### src/rtl/mmio_csr_responder.sv
// MMIO CSR responder: AFU identification registers, scratch/buffer CSRs and a
// start/abort/done control handshake with a two-cycle pipelined read path.
module mmio_csr_responder #(
    parameter logic [63:0] AFU_ID_L  = 64'h0,
    parameter logic [63:0] AFU_ID_H  = 64'h0,
    parameter logic [63:0] DFH_VALUE = 64'h1000_0000_0000_0000
) (
    input  logic        clk,
    input  logic        rst,
    input  logic        cfg_rd_valid,
    input  logic        cfg_wr_valid,
    input  logic [15:0] cfg_addr,
    input  logic [8:0]  cfg_tid,
    input  logic [63:0] cfg_wdata,
    output logic        rsp_valid,
    output logic [8:0]  rsp_tid,
    output logic [63:0] rsp_data,
    output logic        core_start,
    output logic        core_abort,
    output logic [63:0] buf_addr,
    input  logic        core_done
);

    localparam logic [14:0] IDX_DFH     = 15'd0;
    localparam logic [14:0] IDX_ID_L    = 15'd1;
    localparam logic [14:0] IDX_ID_H    = 15'd2;
    localparam logic [14:0] IDX_SCRATCH = 15'd8;
    localparam logic [14:0] IDX_BUF     = 15'd9;
    localparam logic [14:0] IDX_CTRL    = 15'd10;
    localparam logic [14:0] IDX_STATUS  = 15'd11;

    typedef enum logic [0:0] {
        IDLE = 1'b0,
        BUSY = 1'b1
    } state_t;

    state_t      state_r;
    logic [63:0] scratch_r;
    logic [63:0] buf_addr_r;
    logic        done_r;
    logic        start_err_r;
    logic [31:0] done_count_r;

    logic        p1_valid_r;
    logic [8:0]  p1_tid_r;
    logic [63:0] p1_data_r;

    logic [14:0] idx_s;
    logic [63:0] status_s;
    logic [63:0] rd_mux_s;
    logic        scratch_we_s;
    logic        buf_we_s;
    logic        start_req_s;
    logic        abort_req_s;
    logic        clear_err_s;

    assign idx_s    = cfg_addr[15:1];
    assign status_s = {done_count_r, 29'd0, start_err_r, done_r, (state_r == BUSY)};
    assign buf_addr = buf_addr_r;

    // Read data selection; sampled from current register values, so a
    // coincident write is not yet visible to the read.
    always_comb begin
        rd_mux_s = 64'd0;
        case (idx_s)
            IDX_DFH:     rd_mux_s = DFH_VALUE;
            IDX_ID_L:    rd_mux_s = AFU_ID_L;
            IDX_ID_H:    rd_mux_s = AFU_ID_H;
            IDX_SCRATCH: rd_mux_s = scratch_r;
            IDX_BUF:     rd_mux_s = buf_addr_r;
            IDX_STATUS:  rd_mux_s = status_s;
            default:     rd_mux_s = 64'd0;
        endcase
    end

    // Write decode; a combined start+abort command is treated as abort only.
    always_comb begin
        scratch_we_s = 1'b0;
        buf_we_s     = 1'b0;
        start_req_s  = 1'b0;
        abort_req_s  = 1'b0;
        clear_err_s  = 1'b0;
        if (cfg_wr_valid) begin
            scratch_we_s = (idx_s == IDX_SCRATCH);
            buf_we_s     = (idx_s == IDX_BUF);
            if (idx_s == IDX_CTRL) begin
                abort_req_s = cfg_wdata[1];
                start_req_s = cfg_wdata[0] & ~cfg_wdata[1];
                clear_err_s = cfg_wdata[2];
            end else begin
                abort_req_s = 1'b0;
            end
        end else begin
            scratch_we_s = 1'b0;
        end
    end

    // Read response pipeline: request stage then output stage.
    always_ff @(posedge clk) begin
        if (rst) begin
            p1_valid_r <= 1'b0;
            p1_tid_r   <= 9'd0;
            p1_data_r  <= 64'd0;
            rsp_valid  <= 1'b0;
            rsp_tid    <= 9'd0;
            rsp_data   <= 64'd0;
        end else begin
            p1_valid_r <= cfg_rd_valid;
            p1_tid_r   <= cfg_tid;
            p1_data_r  <= rd_mux_s;
            rsp_valid  <= p1_valid_r;
            rsp_tid    <= p1_tid_r;
            rsp_data   <= p1_data_r;
        end
    end

    // Read/write data registers.
    always_ff @(posedge clk) begin
        if (rst) begin
            scratch_r  <= 64'd0;
            buf_addr_r <= 64'd0;
        end else begin
            if (scratch_we_s) begin
                scratch_r <= cfg_wdata;
            end
            if (buf_we_s) begin
                buf_addr_r <= cfg_wdata;
            end
        end
    end

    // Core control FSM with status tracking; start is judged on pre-cycle state.
    always_ff @(posedge clk) begin
        if (rst) begin
            state_r      <= IDLE;
            core_start   <= 1'b0;
            core_abort   <= 1'b0;
            done_r       <= 1'b0;
            start_err_r  <= 1'b0;
            done_count_r <= 32'd0;
        end else begin
            core_start <= 1'b0;
            core_abort <= 1'b0;
            case (state_r)
                IDLE: begin
                    if (start_req_s) begin
                        state_r    <= BUSY;
                        core_start <= 1'b1;
                        done_r     <= 1'b0;
                    end else begin
                        state_r <= IDLE;
                    end
                end
                BUSY: begin
                    if (abort_req_s) begin
                        state_r    <= IDLE;
                        core_abort <= 1'b1;
                    end else if (core_done) begin
                        state_r      <= IDLE;
                        done_r       <= 1'b1;
                        done_count_r <= done_count_r + 32'd1;
                    end else begin
                        state_r <= BUSY;
                    end
                end
                default: state_r <= IDLE;
            endcase
            if (start_req_s && (state_r == BUSY)) begin
                start_err_r <= 1'b1;
            end else if (clear_err_s) begin
                start_err_r <= 1'b0;
            end else begin
                start_err_r <= start_err_r;
            end
        end
    end

endmodule

### config.mk
export PLATFORM = sky130hd
export DESIGN_NAME = mmio_csr_responder
export DESIGN_NICKNAME = d
export VERILOG_FILES = /design/src/rtl/mmio_csr_responder.sv
export SDC_FILE = /design/constraint.sdc
export NUM_CORES = 1
export LEC_CHECK = 0
export ABC_AREA = 1
export ABC_CLOCK_PERIOD_IN_PS = 2000
export BUFFER_PORTS_ARGS = -buffer_cell sky130_fd_sc_hd__buf_2
export CORE_UTILIZATION = 54
export DETAILED_ROUTE_END_ITERATION = 12
export PLACE_DENSITY_LB_ADDON = 0.08
export SYNTH_ARGS = -nofsm -noshare
export SYNTH_HDL_FRONTEND = slang
export SYNTH_SLANG_ARGS = --single-unit
### constraint.sdc
create_clock -name clk -period 2 [get_ports clk]
set_input_delay 0.3 -clock clk [delete_from_list [all_inputs] [get_ports clk]]
set_output_delay 0.3 -clock clk [all_outputs]
set_load 0.03 [all_outputs]
==> impl_metrics.json <==
{
  "status": "complete, no violations",
  "vias_per_cell": 4.89,
  "worstSkewPairLatency_ns": 0.50,
  "yosys.area.top_type": "dfxtp_1",
  "crit_type": "register to register",
  "clockBufferDepth": 3,
  "synth.most_common_cell": "nand2_1",
  "p_per_area_nw_per_um2": 852,
  "cts_made_buffers": 34,
  "synth_area_um2": 12100,
  "instances_no_fill": 2236,
  "drt_iter0_drc": 675,
  "cts_hold_buf": 6,
  "placedCellCount": 2170,
  "cp.required_ns": 2.39,
  "critPathTopFamily": "simple AND/OR/NAND/NOR gates",
  "io-pin-count": 234,
  "antenna_found_initial": 1,
  "maxCapViolCount": 0,
  "cpPeakStageDelay_ns": 0.42,
  "finalHoldViolCount": 0,
  "leakagePower_nw": 5.91,
  "synth_cell_types": 26,
  "clkTransAtPathRegs_ns": 0.06,
  "nNetsFinal": 2027,
  "place_hpwl_mm": 19.2,
  "layout_min_cycle_time_ns": 1.80,
  "hp-class": "primary input to register",
  "setup_viol": 0,
  "cts_tree": "done",
  "startpoint": "done_count_r[1]$_SDFFE_PP0P_",
  "r2r_slack_ns": 0.20,
  "endpoint_kind": "register",
  "async_flop_share_pct": 0,
  "die-area_um2": 23000,
  "routed_wl_mm": 29.6,
  "vias": 10900,
  "critical_path_buf_inv_count": 0,
  "relSlewSlack_pct": 70.3,
  "cts_resized": 0,
  "die_h_um": 152,
  "track_usage_pct": 25.7,
  "whs_endpoint": "p1_tid_r[6]$_SDFF_PP0_",
  "hold_slack_ns": 0.00937,
  "ir_drop_mv": 0.677,
  "core_area_um2": 21900,
  "gp_congestion": 0.924,
  "overflow": 0,
  "slowest_stage": "dfxtp_1",
  "postCtsSetupBuffers": 0,
  "clockRootBuffer": "clkbuf_16",
  "ys_warn_count": 0,
  "rows": 54,
  "r2r_end": "done_count_r[20]$_SDFFE_PP0P_",
  "syn2layout_area_growth_pct": 21.9,
  "worst_pin_slew_ns": 0.445,
  "start_util_pct": 55.3,
  "yosysSeqAreaShare_pct": 51.8,
  "die_width_um": 152,
  "reg2reg_depth": 8,
  "drc_errors": 0,
  "slew_violations": 0,
  "synth_top_area_share_pct": 51.8,
  "synth_nets": 1807,
  "finalSetupTns_ns": 0,
  "syn_avg_cell_area_um2": 7.07,
  "h-tree-depth": 2,
  "min_from": "cfg_tid[6]",
  "r2r-start": "done_count_r[1]$_SDFFE_PP0P_",
  "post_drt_wl_per_cell_um": 13.3,
  "skew_ns": 0.0126,
  "grt_max_degree": 94,
  "clock_sinks": 313,
  "synth-seq-cells": 313,
  "fill_cells": 1949,
  "rsz0062_at_grt": "false",
  "syn-instance-count": 1712,
  "synth.area.top_cells": "dfxtp_1, nand2_1, nor2_1",
  "final_core_util_pct": 67.4,
  "ys.flop_type": "dfxtp_1",
  "grt_pass1_wl_mm": 47.5,
  "grt_pass1_vias": 9823,
  "min_path_cells": 3,
  "crit_arrival_ns": 2.19,
  "ant_nets": 0,
  "synth_edf_count": 0,
  "first_pass_iters": 5,
  "synthTopCellsByCount": "nand2_1, dfxtp_1, nor2_1, inv_1, a21oi_1",
  "post-route-period-util_pct": 89.9,
  "critPathMaxFanout": 5,
  "portBuffers": 232,
  "drive_above_1_share_pct": 16.7,
  "max_freq_mhz": 556,
  "cp_cell_sequence": "ha_1 > nand3_1 > nor2_1 > nand3_1 > nor2_1 > nand3_1 > o21ai_0 > nor2_1",
  "startpoint_type": "register"
}
[per-layer routing]
metal / vias to the layer above / share of wire [%] / track usage [%] / wire length, um
met1: 4946 / 45 / 34.2 / 13400
met4: 0 / 2.1 / 8.07 / 620
met2: 336 / 47 / 42.6 / 13800
met5: - / 0 / 0 / 0
met3: 44 / 6.2 / 3.92 / 1830
li1: 5600 / - / - / -
[worst register-to-register path: cells and delay by family (launching register included)]
family / cells / cell delay, ns
simple gates: 6 / 0.91
fa+ha+maj: 1 / 0.20
compound gates: 1 / 0.16
flops: 1 / 0.42
[worst max path at each step]
| stage | to | cells after the start |
|---|---|---|
| 4_1_cts | done_count_r[20]$_SDFFE_PP0P_ | 8 |
| 3_3_place_gp | p1_data_r[47]$_SDFF_PP0_ | 11 |
| 3_5_place_dp | p1_data_r[47]$_SDFF_PP0_ | 11 |
| 6_report | done_count_r[20]$_SDFFE_PP0P_ | 8 |
| 5_1_grt | done_count_r[20]$_SDFFE_PP0P_ | 8 |
| 2_1_floorplan | done_count_r[20]$_SDFFE_PP0P_ | 8 |
[cells by family after synthesis]
group,synth area share [%]
AND/OR/NAND/NOR,26.4
buffers and inverters,11.1
flip-flops,51.8
AO/OA/AOI/OAI,9.51
XOR/XNOR,1.09
adder cells (fa/ha/maj),0.103
[state kept, by name (all words and copies together) (netlist names)]
signal and count:
done_r 1, core_start 1, state_r 1, scratch_r 64, core_abort 1, p1_data_r 64
p1_tid_r 9, rsp_tid 9, done_count_r 32, start_err_r 1, p1_valid_r 1, rsp_valid 1
rsp_data 64, buf_addr 64
[report_power, final]
| group | total, W | switching [W] | internal, W | leakage [nW] |
|---|---|---|---|---|
| Clock | 0.00601 | 0.00244 | 0.00358 | 0.529 |
| Combinational | 0.000301 | 0.000193 | 0.000108 | 2.86 |
| Sequential | 0.00626 | 0.00000430 | 0.00625 | 2.52 |
| Total | 0.0126 | 0.00263 | 0.00994 | 5.91 |
[cells in the final DEF (no fill, tap or decap), types with 11 or more instances in the layout]
master	n
buf_4	19
buf_2	231
o21ai_0	68
buf_12	11
xor2_1	11
nor2_1	263
inv_1	244
clkbuf_16	34
nand3_1	57
a21oi_1	158
dfxtp_1	313
nand2_1	484
[metrics by stage]
stage	total power (W)	area, um^2	setup slack (ns)
after floorplan	0.00652	12100	0.472
after global placement	0.00668	13600	0.174
after detailed placement	0.00668	13600	0.0589
after CTS	0.0127	14700	0.207
after global routing	0.0130	14700	0.0207
final	0.0126	14700	0.201
[final cells by class]
class	count	area, um^2	area share [%]
diodes	3	7.51	0.0509
clock buffers	44	938	6.36
clock inverters	13	139	0.942
inverters	248	931	6.31
multi-input cells	1067	4520	30.7
flip-flops and latches	313	6270	42.5
well taps	280	350	2.38
repair buffers	268	1590	10.8
Power figures use the tool's default switching activity.
